### src/rtl/seq_addsub.sv
`default_nettype none
// +--------------------------------------------------------------------------+
// | seq_addsub : multi-cycle add/sub, CHUNK bits per clock, with accumulator  |
// | Revision   : 1.0                                                          |
// +--------------------------------------------------------------------------+
module seq_addsub #(
  parameter int WIDTH = 16,
  parameter int CHUNK = 4
) (
  input  logic             clk,
  input  logic             rst,
  input  logic             in_valid,
  output logic             in_ready,
  input  logic [1:0]       op,
  input  logic [WIDTH-1:0] a,
  input  logic [WIDTH-1:0] b,
  input  logic             cin,
  output logic             out_valid,
  input  logic             out_ready,
  output logic [WIDTH-1:0] sum,
  output logic             cout,
  output logic             ovf,
  output logic             zero,
  output logic [WIDTH-1:0] acc
);

  localparam int N  = WIDTH / CHUNK;
  localparam int IW = (N > 1) ? $clog2(N) : 1;
  localparam logic [IW-1:0] C_LAST = IW'(N - 1);

  typedef enum logic [1:0] {
    S_IDLE = 2'd0,
    S_RUN  = 2'd1,
    S_DONE = 2'd2
  } state_t;

  state_t r_state, w_state_next;

  logic [WIDTH-1:0] r_x, r_y, r_sum, r_acc;
  logic             r_carry, r_cout, r_ovf, r_zero;
  logic [IW-1:0]    r_idx;

  logic [WIDTH-1:0] w_x_init, w_y_init, w_sum_next;
  logic             w_c_init, w_c, w_cmsb, w_last;
  logic [CHUNK-1:0] w_s;

  always_ff @(posedge clk) begin
    if (rst) r_state <= S_IDLE;
    else     r_state <= w_state_next;
  end

  always_comb begin
    w_state_next = r_state;
    case (r_state)
      S_IDLE:  if (in_valid)        w_state_next = S_RUN;
      S_RUN:   if (r_idx == C_LAST) w_state_next = S_DONE;
      S_DONE:  if (out_ready)       w_state_next = S_IDLE;
      default:                      w_state_next = S_IDLE;
    endcase
  end

  // Operand capture: op[1] selects the accumulator as X, op[0] selects subtract.
  always_comb begin
    w_x_init = op[1] ? r_acc : a;
    w_c_init = op[0] ? 1'b1 : cin;
    case (op)
      2'b00:   w_y_init = b;
      2'b01:   w_y_init = ~b;
      2'b10:   w_y_init = a;
      default: w_y_init = ~a;
    endcase
  end

  // X and Y shift right each RUN cycle so the active chunk is always the low slice.
  assign {w_c, w_s} = {1'b0, r_x[CHUNK-1:0]} + {1'b0, r_y[CHUNK-1:0]}
                    + {{CHUNK{1'b0}}, r_carry};
  assign w_cmsb = w_s[CHUNK-1] ^ r_x[CHUNK-1] ^ r_y[CHUNK-1];
  assign w_last = (r_state == S_RUN) && (r_idx == C_LAST);

  generate
    if (N == 1) begin : g_single
      assign w_sum_next = w_s;
    end else begin : g_multi
      assign w_sum_next = {w_s, r_sum[WIDTH-1:CHUNK]};
    end
  endgenerate

  always_ff @(posedge clk) begin
    if (rst) begin
      r_x     <= '0;
      r_y     <= '0;
      r_carry <= 1'b0;
      r_idx   <= '0;
      r_sum   <= '0;
      r_cout  <= 1'b0;
      r_ovf   <= 1'b0;
      r_zero  <= 1'b0;
      r_acc   <= '0;
    end else begin
      case (r_state)
        S_IDLE: begin
          if (in_valid) begin
            r_x     <= w_x_init;
            r_y     <= w_y_init;
            r_carry <= w_c_init;
            r_idx   <= '0;
          end
        end
        S_RUN: begin
          r_x     <= r_x >> CHUNK;
          r_y     <= r_y >> CHUNK;
          r_carry <= w_c;
          r_sum   <= w_sum_next;
          r_idx   <= r_idx + 1'b1;
          if (w_last) begin
            r_cout <= w_c;
            r_ovf  <= w_cmsb ^ w_c;
            r_zero <= (w_sum_next == '0);
            r_acc  <= w_sum_next;
          end
        end
        default: ;
      endcase
    end
  end

  assign in_ready  = (r_state == S_IDLE);
  assign out_valid = (r_state == S_DONE);
  assign sum       = r_sum;
  assign cout      = r_cout;
  assign ovf       = r_ovf;
  assign zero      = r_zero;
  assign acc       = r_acc;

endmodule
`default_nettype wire

### config.mk
export PLATFORM = sky130hd
export DESIGN_NAME = seq_addsub
export DESIGN_NICKNAME = d
export VERILOG_FILES = /design/src/rtl/seq_addsub.sv
export SDC_FILE = /design/constraint.sdc
export NUM_CORES = 1
export LEC_CHECK = 0
export CORE_ASPECT_RATIO = 1.75
export CORE_MARGIN = 4
export CORE_UTILIZATION = 45
export CTS_CLUSTER_DIAMETER = 150
export DETAILED_ROUTE_END_ITERATION = 8
export PLACE_DENSITY = 0.76
export SLEW_MARGIN = 25
export SYNTH_ARGS = -nofsm -noshare
export SYNTH_HDL_FRONTEND = slang
export SYNTH_SLANG_ARGS = --single-unit
### constraint.sdc
create_clock -name clk -period 1.87 [get_ports clk]
set_input_delay 0.374 -clock clk [delete_from_list [all_inputs] [get_ports clk]]
set_output_delay 0.374 -clock clk [all_outputs]
set_load 0.02 [all_outputs]
==> flow_summary_export.csv, run 1 <==
group,metric,value,unit
critical_path,cp-end-kind,"register",
synth,synth_edf_count,0,
clocking,path_clk_slew,50,ps
cells_and_area,area_delta_synth_final,38.9,%
synth,post-synth-top-area-cell,"dfxtp_1",
detailed_routing,via_per_inst,5.68,
run_status,failed_checks,"setup timing",
synth,synth-seq-cells,72,
placement,place_hpwl,6270,um
clocking,cts_root_buffer,"clkbuf_16",
clocking,cts_max_level,3,
synth,ys.flop_type,"dfxtp_1",
clocking,cts-hold-fix-buffers,0,
detailed_routing,routed-via-count,3003,
global_route,globalRouteTotalUtil,0.211,
floorplan,die_y,121,um
timing,slew_violations,0,
timing,rsz0062_at_grt,"true",
placement,pre_cts_slack,-153,ps
placement,placed_cells,512,
synth,synthCells,366,
detailed_routing,drt_first_pass_iters,6,
cells_and_area,final_cell_mix,"clkdlybuf4s50_1, dfxtp_1, nand2_1, nor2_1, a21oi_1",
synth,synthAdderAreaFrac,0.0275,
cells_and_area,num_antenna_cells,0,
timing,fin_worst_skew,5.29,ps
critical_path,reg2reg_slack,-180,ps
floorplan,rows,40,
timing,post-route-period-util,1.10,
synth,synth_xor_area_frac,0.0561,
synth,ys_types,34,
critical_path,crit_fanout,2,
synth,netlist_area,3280,um^2
cells_and_area,drive_above_1_share,0.148,
synth,synth.top_cell.area_share,0.440,
timing,hold_violations,0,
critical_path,cp_slowest_cell,"fa_1",
detailed_routing,drt-initial-drc-count,360,
synth,yosysSeqAreaShare,0.440,
run_status,outcome,"finished, violations left",
pwr,ir_drop,666,uV
floorplan,die-area,8770,um^2
cells_and_area,fin_util,0.655,
critical_path,worstPathRequired,2130,ps
global_route,grt_max_degree,39,
floorplan,ios,76,
critical_path,critPathMaxStageDelay,520,ps
min_path,hp-class,"primary input to register",
placement,place_area,4170,um^2
global_route,grt_overflow,0,
critical_path,critPathBufInv,1,
synth,syn-num-nets,411,
synth,async_flop_share,0,
critical_path,crit-reg2reg-launch,"r_y[0]",
floorplan,start_util,0.471,
critical_path,crit_arrival,2320,ps
synth,synthTopCellsByArea,"dfxtp_1, a222oi_1, nand2_1, mux2_2, xnor2_1",
critical_path,worstSetupPathType,"register to register",
detailed_routing,drtAntennaViolNets,0,
detailed_routing,drc,0,
run,max_cap_viol_count,0,
synth,synth_compound_area_frac,0.164,
global_route,grt_pass1_vias,2958,
cells_and_area,fin_cells,529,
synth,synth_area_per_cell,8.96,um^2
cells_and_area,final_common_cell,"clkdlybuf4s50_1",
critical_path,crit_family,"adder cells",
global_route,grt_first_pass_wirelength,14400,um
cells_and_area,nNetsFinal,485,
placement,portBuffers,75,
critical_path,path_cells,"fa_2, inv_2, fa_1, nor4b_4, nand4_1, or4_4, a21oi_2",
timing,slew_headroom,0.642,
global_route,antenna_found_initial,0,
critical_path,cp-endpoint,"zero",
critical_path,critical_path.startpoint,"r_y[0]",
clocking,insertion_delay,330,ps
pwr,power_density,902,nW/um^2
critical_path,reg2reg_to,"zero",
pwr,leakagePower,1.74,nW
floorplan,die_w,72.5,um
placement,gp_congestion,0.824,
synth,yosys_warnings,0,
critical_path,cp-start-kind,"register",
cells_and_area,final_area,4560,um^2
timing,worst_pin_slew,534,ps
synth,synth_simple_gate_area_share,0.154,
timing,setup_viol,2,
synth,synthMuxAreaShare,0.104,
timing,max_freq,487,MHz
critical_path,cp.depth,7,
timing,fin_crit,2050,ps
clocking,numCtsBuffers,9,
detailed_routing,routed_wl,8970,um
timing,layout_setup_ws,-182,ps
detailed_routing,wire_per_inst,17.0,um
clocking,tritoncts,"done",
clocking,cts_buffer_depth,2,
synth,synth_top_family_by_area,"compound AO/OA/AOI/OAI gates",
critical_path,reg2reg_depth,7,
clocking,cts.sinks,72,
floorplan,core,6960,um^2
-- Yosys cell counts, types with 2 or more instances --
library cell,number
a211oi_1,2
a21oi_1,34
a222oi_1,24
a22oi_1,9
and2_1,2
buf_2,8
clkbuf_1,20
clkbuf_8,3
dfxtp_1,72
fa_1,2
ha_1,4
inv_1,4
mux2_2,16
mux2i_1,16
nand2_1,64
nand2b_1,3
nor2_1,46
nor4_1,2
xnor2_1,20
-- cell type report --
class | count | area, um^2
fillers | 556 | 2400
multi-input cells | 258 | 1700
flip-flops and latches | 72 | 1450
repair buffers | 95 | 947
clock buffers | 12 | 267
well taps | 84 | 105
clock inverters | 4 | 73.8
inverters | 4 | 15.0
-- what timing repair did --
| action | 4_1_cts | 5_1_grt |
|---|---|---|
| endpoints found under the setup margin | 3 | 3 |
| gates resized for setup | 5 | 4 |
| buffers inserted | 0 | 1 |
| pin swaps | 2 | 3 |
-- power breakdown --
part,leakage [nW],switching (mW),internal (mW)
logic,0.981,0.277,0.295
registers,0.586,0.0459,1.59
clock network,0.169,0.620,1.28
total,1.74,0.943,3.16
-- state kept, by name, summed over array words and instances (netlist names) --
| signal | count |
|---|---|
| cout | 1 |
| acc | 16 |
| ovf | 1 |
| r_idx | 2 |
| r_y | 16 |
| r_carry | 1 |
| r_state | 2 |
| zero | 1 |
| r_x | 16 |
| sum | 16 |
-- per-stage QoR --
| step | TNS, ps | hold WS [ps] | power [mW] |
|---|---|---|---|
| after floorplan | -57.6 | 460 | 2.00 |
| after global placement | -1500 | 446 | 2.21 |
| after detailed placement | -2360 | 446 | 2.22 |
| after CTS | -257 | 391 | 4.11 |
| after global routing | -516 | 409 | 4.26 |
| final | -236 | 401 | 4.11 |
-- cell families (layout without fill, tap and decap cells) --
group	after synthesis	in the layout
AND/OR/NAND/NOR	124	124
AO/OA/AOI/OAI	75	75
flip-flops	72	72
buffers and inverters	36	115
multiplexers	32	32
XOR/XNOR	21	21
adder cells (fa/ha/maj)	6	6
-- worst min path at each step --
| stage | endpoint | slack (ps) | cells past startpoint | startpoint |
|---|---|---|---|---|
| after floorplan | r_carry | 460 | 2 | r_carry |
| after global placement | sum[3] | 450 | 2 | sum[3] |
| after detailed placement | sum[1] | 450 | 2 | sum[1] |
| after CTS | ovf | 390 | 3 | rst |
| after global routing | ovf | 410 | 3 | rst |
| final | ovf | 400 | 3 | rst |
-- worst register-to-register path: stages, from the launching register on --
cell     delay, ps
dfxtp_2        350
fa_2           220
inv_2           40
fa_1           520
nor4b_4        190
nand4_1        110
or4_4          440
a21oi_2        120
-- routing by layer --
metal | track usage | up-vias | share of wire
li1 | - | 1436 | -
met1 | 0.246 | 1447 | 0.37
met2 | 0.368 | 105 | 0.54
met3 | 0.0522 | 15 | 0.066
met4 | 0.0739 | 0 | 0.018
met5 | 0 | - | 0
No activity file was read; power rests on OpenSTA's default activity.
==> run 2: changes to the inputs <==
--- a/config.mk
+++ b/config.mk
@@ -6,7 +6,7 @@
 export NUM_CORES = 1
 export LEC_CHECK = 0
 export CORE_ASPECT_RATIO = 1.75
-export CORE_MARGIN = 4
+export CORE_MARGIN = 5
 export CORE_UTILIZATION = 45
 export CTS_CLUSTER_DIAMETER = 150
 export DETAILED_ROUTE_END_ITERATION = 8
==> flow_summary_export.csv, run 2 (synthesis gave the netlist of run 1 again) <==
group,metric,value,unit
min_path,whs_path_depth,3,
detailed_routing,drt-initial-drc-count,366,
timing,whs,422,ps
critical_path,worstPathRequired,2130,ps
critical_path,cp-end-kind,"register",
placement,place_hpwl,6170,um
critical_path,path_cells,"fa_2, inv_2, fa_1, nor4b_4, nand4_1, or4_1, a21oi_1",
global_route,globalRouteTotalUtil,0.205,
min_path,worstHoldStart,"rst",
placement,gp_congestion,0.835,
global_route,grt_overflow,0,
timing,fin_worst_skew,9.96,ps
detailed_routing,drc,0,
floorplan,ios,76,
critical_path,crit_fanout,2,
clocking,cts_buffer_depth,2,
clocking,path_clk_slew,50,ps
floorplan,rows,41,
critical_path,reg2reg_to,"zero",
timing,layout_setup_ws,-123,ps
floorplan,die-area,9160,um^2
critical_path,cp-start-kind,"register",
critical_path,crit_arrival,2260,ps
pwr,leakagePower,1.71,nW
min_path,hp-class,"primary input to register",
detailed_routing,drt_first_pass_iters,5,
cells_and_area,nNetsFinal,481,
detailed_routing,via_per_inst,5.59,
critical_path,reg2reg_slack,-120,ps
timing,post-route-period-util,1.07,
floorplan,start_util,0.457,
global_route,grt_pass1_vias,2976,
detailed_routing,routed_wl,8930,um
placement,portBuffers,75,
run_status,failed_checks,"setup timing",
clocking,numCtsBuffers,9,
critical_path,reg2reg_depth,7,
timing,worst_pin_slew,654,ps
detailed_routing,drtAntennaViolNets,0,
run,max_cap_viol_count,0,
cells_and_area,final_common_cell,"clkdlybuf4s50_1",
clocking,cts_root_buffer,"clkbuf_16",
timing,setup_viol,2,
pwr,ir_drop,498,uV
critical_path,critPathMaxStageDelay,510,ps
timing,hold_violations,0,
run_status,outcome,"finished, violations left",
detailed_routing,routed-via-count,2942,
clocking,cts_max_level,3,
floorplan,die_w,74.5,um
cells_and_area,drive_above_1_share,0.132,
clocking,tritoncts,"done",
timing,slew_headroom,0.564,
global_route,grt_max_degree,72,
timing,fin_crit,1990,ps
cells_and_area,area_delta_synth_final,37.8,%
cells_and_area,num_antenna_cells,0,
placement,pre_cts_slack,-166,ps
critical_path,cp_slowest_cell,"fa_1",
min_path,holdPathEnd,"ovf",
critical_path,crit-reg2reg-launch,"r_y[0]",
timing,max_freq,502,MHz
global_route,antenna_found_initial,0,
clocking,insertion_delay,340,ps
floorplan,die_y,123,um
detailed_routing,wire_per_inst,17.0,um
floorplan,core,7180,um^2
clocking,cts.sinks,72,
pwr,power_density,911,nW/um^2
global_route,grt_first_pass_wirelength,14200,um
critical_path,worstSetupPathType,"register to register",
cells_and_area,final_cell_mix,"clkdlybuf4s50_1, dfxtp_1, nand2_1, nor2_1, a21oi_1",
timing,slew_violations,0,
timing,rsz0062_at_grt,"true",
run 2: repair_timing:
item,in CTS,in global routing
hold endpoints to repair,0,0
gates resized for setup,4,1
pin swaps,1,1
hold buffers,0,0
setup endpoints to repair,3,4
setup buffers,0,0
run 2: layout make-up:
class,instances,area [um^2]
Clock buffer,13,280
Clock inverter,2,60.1
Fill cell,606,2660
Inverter,4,15.0
Multi-Input combinational cell,258,1680
Sequential cell,72,1450
Tap cell,86,108
Timing Repair Buffer,91,930
run 2: layer usage:
layer	GRT usage	part of all wire	wire length [um]	vias up
met5	0	0	0	-
met3	0.0513	0.053	472	27
li1	-	-	-	1423
met1	0.233	0.40	3580	1392
met4	0.124	0.042	372	0
met2	0.339	0.50	4510	100
run 2: critical path: cells and delay by family, from the launching register on:
| kind | cells | cell delay [ps] |
|---|---|---|
| compound gates | 1 | 130 |
| simple gates | 3 | 700 |
| buf+inv | 1 | 40 |
| fa+ha+maj | 2 | 730 |
| flops | 1 | 340 |
run 2: power by group:
part / switching, mW / internal [mW] / leakage, nW
clock: 0.609 / 1.31 / 0.168
sequential: 0.0464 / 1.59 / 0.586
combinational: 0.274 / 0.292 / 0.957
total: 0.929 / 3.19 / 1.71
run 2: metrics by stage:
stage | instance area, um^2 | utilization | instances | power [mW] | TNS, ps
floorplan | 3290 | - | 366 | 2.00 | -57.6
global placement | 4170 | 0.580 | 511 | 2.21 | -1540
detailed placement | 4170 | 0.580 | 511 | 2.22 | -2480
CTS | 4520 | 0.629 | 526 | 4.14 | -190
global route | 4520 | 0.629 | 526 | 4.26 | -330
finish | 4520 | 0.629 | 526 | 4.12 | -169
run 2: worst max path at each step:
stage                     startpoint  endpoint  depth (start not counted)
after floorplan               r_x[0]      zero                          7
after global placement        r_x[0]      zero                          7
after detailed placement      r_y[0]      zero                          7
after CTS                     r_x[0]      zero                          7
after global routing          r_y[0]      zero                          7
final                         r_y[0]      zero                          7
==> run 3: changes to the inputs <==
--- a/config.mk
+++ b/config.mk
@@ -11,7 +11,9 @@
 export CTS_CLUSTER_DIAMETER = 150
 export DETAILED_ROUTE_END_ITERATION = 8
 export PLACE_DENSITY = 0.76
+export REMOVE_ABC_BUFFERS = 1
 export SLEW_MARGIN = 25
 export SYNTH_ARGS = -nofsm -noshare
 export SYNTH_HDL_FRONTEND = slang
 export SYNTH_SLANG_ARGS = --single-unit
+export TNS_END_PERCENT = 1
==> flow_summary_export.csv, run 3 (synthesis gave the netlist of run 1 again) <==
group,metric,value,unit
clocking,insertion_delay,320,ps
global_route,grt_pass1_vias,2861,
pwr,ir_drop,776,uV
clocking,tritoncts,"done",
min_path,hp-class,"primary input to register",
cells_and_area,multi_input_area,1690,um^2
clocking,numCtsBuffers,9,
cells_and_area,final_cell_mix,"clkdlybuf4s50_1, dfxtp_1, nand2_1, nor2_1, a21oi_1",
clocking,path_clk_slew,60,ps
placement,portBuffers,75,
timing,hold_violations,0,
timing,slew_headroom,0.593,
clocking,cts-hold-fix-buffers,0,
floorplan,core,7180,um^2
global_route,antenna_found_initial,0,
detailed_routing,wire_per_inst,16.2,um
timing,rsz0062_at_grt,"true",
critical_path,cp.depth,7,
placement,gp_congestion,0.821,
cells_and_area,drive_above_1_share,0.146,
timing,layout_setup_ws,-143,ps
timing,setup_viol,2,
detailed_routing,drc,0,
clocking,cts_root_buffer,"clkbuf_16",
cells_and_area,area_delta_synth_final,37.8,%
floorplan,die_w,74.5,um
timing,post-route-period-util,1.08,
critical_path,crit_arrival,2270,ps
timing,worst_pin_slew,611,ps
detailed_routing,drt_first_pass_iters,5,
critical_path,cp-end-kind,"register",
timing,fin_worst_skew,4.80,ps
global_route,globalRouteTotalUtil,0.196,
critical_path,crit-reg2reg-launch,"r_x[0]",
critical_path,critPathMaxStageDelay,500,ps
critical_path,critPathBufInv,1,
detailed_routing,routed-via-count,2994,
min_path,whs_path_depth,2,
floorplan,start_util,0.457,
cells_and_area,num_antenna_cells,0,
critical_path,crit_fanout,2,
global_route,gr-usage-met3,0.0301,
floorplan,die-area,9160,um^2
timing,max_freq,497,MHz
cells_and_area,nNetsFinal,486,
pwr,leakagePower,1.74,nW
cells_and_area,final_common_cell,"clkdlybuf4s50_1",
run_status,failed_checks,"setup timing",
critical_path,cp_slowest_cell,"fa_1",
cells_and_area,n_fill_cell,605,
timing,whs,406,ps
critical_path,path_cells,"fa_2, inv_2, fa_1, nor4b_4, nand4_1, or4_1, a21oi_1",
global_route,grt_first_pass_wirelength,14000,um
detailed_routing,via_per_inst,5.63,
timing,slew_violations,0,
critical_path,worstSetupPathType,"register to register",
run_status,outcome,"finished, violations left",
cells_and_area,seqCellArea,1450,um^2
floorplan,die_y,123,um
critical_path,cp-start-kind,"register",
placement,place_hpwl,6090,um
run,max_cap_viol_count,0,
global_route,use_met2,0.347,
detailed_routing,drtAntennaViolNets,0,
detailed_routing,drt-initial-drc-count,274,
critical_path,reg2reg_depth,7,
placement,pre_cts_slack,-232,ps
floorplan,rows,41,
critical_path,critical_path.startpoint,"r_x[0]",
cells_and_area,fin_util,0.629,
critical_path,crit_family,"adder cells",
critical_path,worstPathRequired,2130,ps
timing,fin_crit,2010,ps
floorplan,ios,76,
clocking,cts_buffer_depth,2,
critical_path,cp-endpoint,"zero",
global_route,grt_overflow,0,
critical_path,reg2reg_slack,-140,ps
global_route,gr-usage-met1,0.234,
global_route,grt_max_degree,36,
clocking,cts_max_level,3,
global_route,grt.busiest_layer,"met2",
detailed_routing,routed_wl,8590,um
critical_path,reg2reg_to,"zero",
clocking,cts.sinks,72,
pwr,power_density,860,nW/um^2
[run 3: changes by cell type in the layout (fill, tap and decap cells not counted), sizes merged]
cell	change
buf	+5
clkinv	+3
clkbuf	-2
clkdlybuf4s50	-2
dlymetal6s2s	+2
bufinv	-1
clkinvlp	+1
[run 3: how the worst min path moves through the flow]
stage / startpoint / endpoint
after floorplan: rst / acc[0]
after global placement: zero / zero
after detailed placement: zero / zero
after CTS: rst / r_y[12]
after global routing: rst / r_x[13]
final: rst / r_x[4]
[run 3: layout make-up]
| type | instances | area share |
|---|---|---|
| well taps | 86 | 0.0238 |
| flip-flops and latches | 72 | 0.320 |
| multi-input cells | 258 | 0.374 |
| clock inverters | 5 | 0.0125 |
| repair buffers | 96 | 0.212 |
| inverters | 4 | 0.00332 |
| clock buffers | 11 | 0.0537 |
[run 3: where the power goes]
| group | switching, mW | leakage (nW) | internal (mW) | total [mW] |
|---|---|---|---|---|
| Sequential | 0.0467 | 0.586 | 1.59 | 1.64 |
| Clock | 0.611 | 0.145 | 1.07 | 1.68 |
| Combinational | 0.269 | 1.01 | 0.300 | 0.569 |
| Total | 0.927 | 1.74 | 2.96 | 3.88 |
[run 3: timing repair]
action,in CTS,in global routing
setup buffers,0,0
pin swaps,3,2
gates resized for setup,8,6
endpoints found under the setup margin,3,5
[run 3: routing by layer]
| metal | wire length [um] | vias to the layer above | part of all wire |
|---|---|---|---|
| met4 | 104 | 0 | 0.012 |
| met3 | 412 | 8 | 0.048 |
| li1 | - | 1448 | - |
| met5 | 0 | - | 0 |
| met1 | 3380 | 1457 | 0.39 |
| met2 | 4690 | 81 | 0.55 |
[run 3: stage by stage]
step | cell area [um^2] | TNS [ps] | instances | power [mW]
2_1_floorplan | 3110 | -5670 | 334 | 1.93
3_3_place_gp | 4180 | -1600 | 516 | 2.20
3_5_place_dp | 4180 | -2630 | 516 | 2.22
4_1_cts | 4490 | -155 | 532 | 3.89
5_1_grt | 4520 | -376 | 532 | 4.03
6_report | 4520 | -188 | 532 | 3.88
